File: src/rtl/decode_cycle.sv
// decode_cycle: RV64I-subset decode stage. It decodes the instruction, reads the
// 32x64 register file and loads the ID/EX pipeline register.
// Optional macro DECODE_RF_BYPASS_EN: when defined, a register read in the same
// cycle as a writeback to that register returns the writeback data (write-first).
module decode_cycle #(
  parameter int XLEN = 64
) (
  input  logic            clk,
  input  logic            rst,
  input  logic [31:0]     InstrD,
  input  logic [XLEN-1:0] PCD,
  input  logic [XLEN-1:0] PCPlus4D,
  input  logic            RegWriteW,
  input  logic [4:0]      RDW,
  input  logic [XLEN-1:0] ResultW,
  input  logic            FlushE,
  input  logic            StallE,
  output logic [4:0]      Rs1D,
  output logic [4:0]      Rs2D,
  output logic            RegWriteE,
  output logic            MemWriteE,
  output logic            BranchE,
  output logic            JumpE,
  output logic            ALUSrcE,
  output logic [1:0]      ResultSrcE,
  output logic [3:0]      ALUControlE,
  output logic [XLEN-1:0] RD1E,
  output logic [XLEN-1:0] RD2E,
  output logic [XLEN-1:0] ImmExtE,
  output logic [XLEN-1:0] PCE,
  output logic [XLEN-1:0] PCPlus4E,
  output logic [4:0]      RdE,
  output logic [4:0]      Rs1E,
  output logic [4:0]      Rs2E
);

  localparam logic [6:0] OPC_LOAD   = 7'b0000011;
  localparam logic [6:0] OPC_STORE  = 7'b0100011;
  localparam logic [6:0] OPC_OPIMM  = 7'b0010011;
  localparam logic [6:0] OPC_OP     = 7'b0110011;
  localparam logic [6:0] OPC_BRANCH = 7'b1100011;
  localparam logic [6:0] OPC_JAL    = 7'b1101111;
  localparam logic [6:0] OPC_LUI    = 7'b0110111;

  localparam logic [3:0] ALU_ADD = 4'b0000;
  localparam logic [3:0] ALU_SUB = 4'b0001;
  localparam logic [3:0] ALU_AND = 4'b0010;
  localparam logic [3:0] ALU_OR  = 4'b0011;
  localparam logic [3:0] ALU_XOR = 4'b0100;
  localparam logic [3:0] ALU_SLT = 4'b0101;
  localparam logic [3:0] ALU_SLL = 4'b0110;
  localparam logic [3:0] ALU_SRL = 4'b0111;
  localparam logic [3:0] ALU_SRA = 4'b1000;

  logic [6:0]      opcode;
  logic [2:0]      funct3;
  logic            funct7_b5;
  logic [4:0]      rd;
  logic [XLEN-1:0] imm_i, imm_s, imm_b, imm_j, imm_u;

  logic            reg_write, mem_write, branch, jump, alu_src;
  logic [1:0]      result_src;
  logic [3:0]      alu_ctl;
  logic [XLEN-1:0] imm_ext;
  logic [XLEN-1:0] rd1, rd2;

  logic [XLEN-1:0] regs [0:31];

  assign opcode    = InstrD[6:0];
  assign rd        = InstrD[11:7];
  assign funct3    = InstrD[14:12];
  assign Rs1D      = InstrD[19:15];
  assign Rs2D      = InstrD[24:20];
  assign funct7_b5 = InstrD[30];

  assign imm_i = {{(XLEN-12){InstrD[31]}}, InstrD[31:20]};
  assign imm_s = {{(XLEN-12){InstrD[31]}}, InstrD[31:25], InstrD[11:7]};
  assign imm_b = {{(XLEN-13){InstrD[31]}}, InstrD[31], InstrD[7], InstrD[30:25], InstrD[11:8], 1'b0};
  assign imm_j = {{(XLEN-21){InstrD[31]}}, InstrD[31], InstrD[19:12], InstrD[20], InstrD[30:21], 1'b0};
  assign imm_u = {{(XLEN-32){InstrD[31]}}, InstrD[31:12], 12'b0};

  // alt selects the sub/sra variant; sltu shares the slt encoding
  function automatic logic [3:0] alu_arith(input logic [2:0] f3, input logic alt);
    case (f3)
      3'b000:  return alt ? ALU_SUB : ALU_ADD;
      3'b001:  return ALU_SLL;
      3'b010:  return ALU_SLT;
      3'b011:  return ALU_SLT;
      3'b100:  return ALU_XOR;
      3'b101:  return alt ? ALU_SRA : ALU_SRL;
      3'b110:  return ALU_OR;
      default: return ALU_AND;
    endcase
  endfunction

  // Main decoder: control bits and immediate; unknown opcodes decode to a bubble
  always_comb begin
    reg_write  = 1'b0;
    mem_write  = 1'b0;
    branch     = 1'b0;
    jump       = 1'b0;
    alu_src    = 1'b0;
    result_src = 2'b00;
    alu_ctl    = ALU_ADD;
    imm_ext    = '0;
    case (opcode)
      OPC_LOAD: begin
        reg_write  = 1'b1;
        alu_src    = 1'b1;
        result_src = 2'b01;
        imm_ext    = imm_i;
      end
      OPC_STORE: begin
        mem_write = 1'b1;
        alu_src   = 1'b1;
        imm_ext   = imm_s;
      end
      OPC_OPIMM: begin
        reg_write = 1'b1;
        alu_src   = 1'b1;
        imm_ext   = imm_i;
        // bit 30 is part of the immediate except for srai
        alu_ctl   = alu_arith(funct3, funct7_b5 && (funct3 == 3'b101));
      end
      OPC_OP: begin
        reg_write = 1'b1;
        alu_ctl   = alu_arith(funct3, funct7_b5);
      end
      OPC_BRANCH: begin
        branch  = 1'b1;
        alu_ctl = ALU_SUB;
        imm_ext = imm_b;
      end
      OPC_JAL: begin
        reg_write  = 1'b1;
        jump       = 1'b1;
        result_src = 2'b10;
        imm_ext    = imm_j;
      end
      OPC_LUI: begin
        reg_write = 1'b1;
        alu_src   = 1'b1;
        imm_ext   = imm_u;
      end
      default: ;
    endcase
  end

  // Register file read ports; x0 is hard-wired to zero
  always_comb begin
    rd1 = regs[Rs1D];
    rd2 = regs[Rs2D];
`ifdef DECODE_RF_BYPASS_EN
    if (RegWriteW && (RDW == Rs1D)) rd1 = ResultW;
    if (RegWriteW && (RDW == Rs2D)) rd2 = ResultW;
`endif
    if (Rs1D == 5'd0) rd1 = '0;
    if (Rs2D == 5'd0) rd2 = '0;
  end

  // Register file write port; reset wins over a same-cycle writeback
  always_ff @(posedge clk) begin
    if (rst) begin
      for (int i = 0; i < 32; i++) regs[i] <= '0;
    end else if (RegWriteW && (RDW != 5'd0)) begin
      regs[RDW] <= ResultW;
    end
  end

  // ID/EX pipeline register: reset/flush clear, stall holds, otherwise load
  always_ff @(posedge clk) begin
    if (rst || FlushE) begin
      RegWriteE   <= 1'b0;
      MemWriteE   <= 1'b0;
      BranchE     <= 1'b0;
      JumpE       <= 1'b0;
      ALUSrcE     <= 1'b0;
      ResultSrcE  <= 2'b00;
      ALUControlE <= 4'b0000;
      RD1E        <= '0;
      RD2E        <= '0;
      ImmExtE     <= '0;
      PCE         <= '0;
      PCPlus4E    <= '0;
      RdE         <= 5'd0;
      Rs1E        <= 5'd0;
      Rs2E        <= 5'd0;
    end else if (!StallE) begin
      RegWriteE   <= reg_write;
      MemWriteE   <= mem_write;
      BranchE     <= branch;
      JumpE       <= jump;
      ALUSrcE     <= alu_src;
      ResultSrcE  <= result_src;
      ALUControlE <= alu_ctl;
      RD1E        <= rd1;
      RD2E        <= rd2;
      ImmExtE     <= imm_ext;
      PCE         <= PCD;
      PCPlus4E    <= PCPlus4D;
      RdE         <= rd;
      Rs1E        <= Rs1D;
      Rs2E        <= Rs2D;
    end
  end

endmodule

File: config.mk
export PLATFORM = sky130hd
export DESIGN_NAME = decode_cycle
export DESIGN_NICKNAME = d
export VERILOG_FILES = /design/src/rtl/decode_cycle.sv
export SDC_FILE = /design/constraint.sdc
export NUM_CORES = 2
export LEC_CHECK = 0
export CORE_MARGIN = 3
export CORE_UTILIZATION = 50
export CTS_CLUSTER_SIZE = 40
export DETAILED_ROUTE_END_ITERATION = 10
export GPL_TIMING_DRIVEN = 1
export MAX_ROUTING_LAYER = met4
export PLACE_DENSITY = 0.67
export SETUP_SLACK_MARGIN = 0.3
export SLEW_MARGIN = 20
export SYNTH_ARGS = -nofsm -noshare
export SYNTH_HDL_FRONTEND = slang
export SYNTH_SLANG_ARGS = --single-unit
export TNS_END_PERCENT = 5
File: constraint.sdc
create_clock -name clk -period 3.6 [get_ports clk]
set_clock_uncertainty 0.2 [all_clocks]
set_input_delay 0.72 -clock clk [delete_from_list [all_inputs] [get_ports clk]]
set_output_delay 0.72 -clock clk [all_outputs]
set_load 0.02 [all_outputs]
==> metrics.cfg <==
[outcome]
status=finished, final reports clean

[setup_path]
cp_data_arrival_time_ps=2270
crit_type=register to output port
crit_start=RD1E[55]
crit_slowest_cell=clkdlybuf4s50_1
required_ps=2680
worst_setup_path_start_kind=register
path_buf_inv=1
cp_cell_sequence=clkdlybuf4s50_1
reg2reg_depth=6
cp_max_fo=2
reg2reg_slack_ps=1470
r2r-end=RD2E[5]
crit_end=RD1E[55]
critPathCaptureType=output port
path_depth=1
path_delay_family=buffers and inverters
critical-path-max-stage-delay_ps=710
r2r_start=regs[10][5]

[synthesis]
async_flop_share_pct=0
synthAdderAreaFrac_pct=0
ys_seq_elements=2362
synth_xor_area_share_pct=0
avgSynthCellArea_sq_um=14.3
yosys.area_share.simple_pct=12.6
synth_top_area_share_pct=51.6
synthTopCellsByArea=edfxtp_1, mux4_2, and2_1
synth-seq-area-share_pct=56.9
synthFlopType=edfxtp_1
yosysWarnings=0
synth_compound_area_share_pct=5.39
synth_area_sq_um=119000
yosysTopAreaCell=edfxtp_1
synth_edf_count=2048
yosysUniqueCellTypes=59
synth.area.mux_share_pct=21.7
synth_cells=8319
synth_top_family_by_area=multiplexers

[placement]
place_ws_ps=227
place_inst=11600
port_buffers=589
place.gp.congestion=0.892
hpwl_um=253000

[power_and_ir_drop]
totalPowerFinal_mw=66.5
max-vdd-ir-drop_mv=0.444
p_leak_nw=49.9
power_density_nw_per_um2=476

[die]
start_util_pct=50.4
die-width_um=494
die-area_sq_um=244000
core_sq_um=236000
row_count=178
num_io_pins=590
die_h_um=494

[timing]
final.setup.tns_ps=0
finalCritPeriodShare_pct=88.7
slew_headroom_pct=23.1
slew_viol_final=0
max_freq_ghz=0.313
period_minus_slack_ps=3190
setup_viol=0
hold_violations=0
rsz0062_at_grt=no
worstMarginPinSlew_ps=1150
fin_ws_ps=406

[finish]
n_fill_cell=17900
syn2layout_area_growth_pct=17.4
stdcell_count=12100
multi_input_comb_area_sq_um=47900
drive_gt1_share_pct=18.8
seq_area_sq_um=67800
nNetsFinal=8977
postLayoutCoreUtil_pct=59.2

[clock_network]
cts_tree=built
h-tree-depth=5
clock_sinks=2362
cts_buffers=276
cts_resized=0
root_buffer=clkbuf_16
clock_latency_ps=950
cts_max_path_buffers=4
post_cts_buffers=0
clk_pin_slew_ps=60

[routing]
drc=0
first_pass_iters=6
routed_via_density=6.62
routed_wl_um=424000
first_iter_violations=11500
dr_total_vias=80200
ant_nets=0
wire_per_inst_um=35.0

[hold_path]
hold_class=input port to register

[grt]
grt_max_degree=160
grt_pass1_wl_um=593000
antenna_found_initial=37
grt_pass1_vias=80600
track_usage_pct=35.3
grt_overflow=0

[job]
cap_violations=0

-- synthesized netlist by cell type (all sizes together), types with 3 or more instances --
cell type  instances
a22oi            369
nand3b             8
buf              307
nor2b             61
nand2b             8
mux2i            829
nor4b              3
a21oi            113
edfxtp          2048
and2            1987
a211o            116
o22ai              5
a22o              13
or2               32
mux4             773
o2111ai          117
a2111o             3
a221oi             5
nor3               5
a32oi              3
nand2            224
nand4              4
dfxtp            314
o21ai             29
clkbuf           613
or3b               3
nor2             210
mux2              10
nor4               4
a221o              3
o211ai             7
inv                4
nand3             12
a211oi            56
-- cell usage in the layout (no fill, tap or decap), drive strengths merged, types with 64 or more instances in the layout --
cell type	instances
edfxtp	2048
and2	1987
mux2i	829
mux4	773
clkdlybuf4s50	571
buf	430
clkbuf	372
a22oi	369
dfxtp	314
nand2	224
nor2	210
o2111ai	117
a211o	116
a21oi	113
clkinv	76
conb	64
-- metal layers --
layer  up-vias  share of wire, %  track usage [%]
met5         -                 0                -
met4         0               6.3             19.6
met3      1308                12             7.94
met2      5864                47             54.7
met1     40800                35             43.0
li1      32300                 -                -
-- repair_timing --
action / CTS / global route
endpoints found under the hold margin: 8 / 0
hold buffers: 2 / 0
setup endpoints to repair: 0 / 0
-- sequential cells by signal, summed over array words and instances (netlist names) --
| name | count |
|---|---|
| ALUControlE | 4 |
| Rs1E | 5 |
| MemWriteE | 1 |
| regs | 2048 |
| BranchE | 1 |
| RdE | 5 |
| ResultSrcE | 2 |
| ALUSrcE | 1 |
| RD1E | 64 |
| PCE | 64 |
| JumpE | 1 |
| RegWriteE | 1 |
| ImmExtE | 32 |
| Rs2E | 5 |
| RD2E | 64 |
| PCPlus4E | 64 |
-- worst min-delay path by stage --
| stage | startpoint | to | slack (ps) | depth (start not counted) |
|---|---|---|---|---|
| after floorplan | ImmExtE[21] | ImmExtE[21] | 330 | 2 |
| after global placement | ImmExtE[19] | ImmExtE[19] | 250 | 2 |
| after detailed placement | ImmExtE[62] | ImmExtE[62] | 250 | 2 |
| after CTS | PCD[7] | PCE[7] | 130 | 3 |
| after global routing | PCD[3] | PCE[3] | 170 | 3 |
| final | PCD[7] | PCE[7] | 190 | 3 |
-- final cells by class --
class	instances	area share, %
diodes	26	0.0465
clock buffers	372	5.47
clock inverters	107	0.673
inverters	4	0.0143
multi-input cells	5096	34.3
flip-flops and latches	2362	48.5
well taps	3150	2.82
repair buffers	1003	8.21
-- stage by stage --
stage | hold WS [ps] | cell area [sq um]
global route | 172 | 140000
CTS | 130 | 140000
floorplan | 325 | 119000
global placement | 251 | 131000
finish | 189 | 140000
detailed placement | 253 | 131000
-- power breakdown --
| part | switching, mW | internal (mW) | leakage (nW) |
|---|---|---|---|
| registers | 0.849 | 31.2 | 22.1 |
| logic | 4.10 | 3.22 | 23.6 |
| clock network | 11.2 | 16.0 | 4.21 |
| total | 16.2 | 50.4 | 49.9 |
-- logic make-up (layout without fill, tap and decap cells) --
family,Yosys count,after routing
other,1,90
muxes,1612,1612
buffers and inverters,924,1486
AOI/OAI and AO/OA,856,856
and+or+nand+nor,2564,2564
DFF,2362,2362
(Power assumes the default switching activity.)
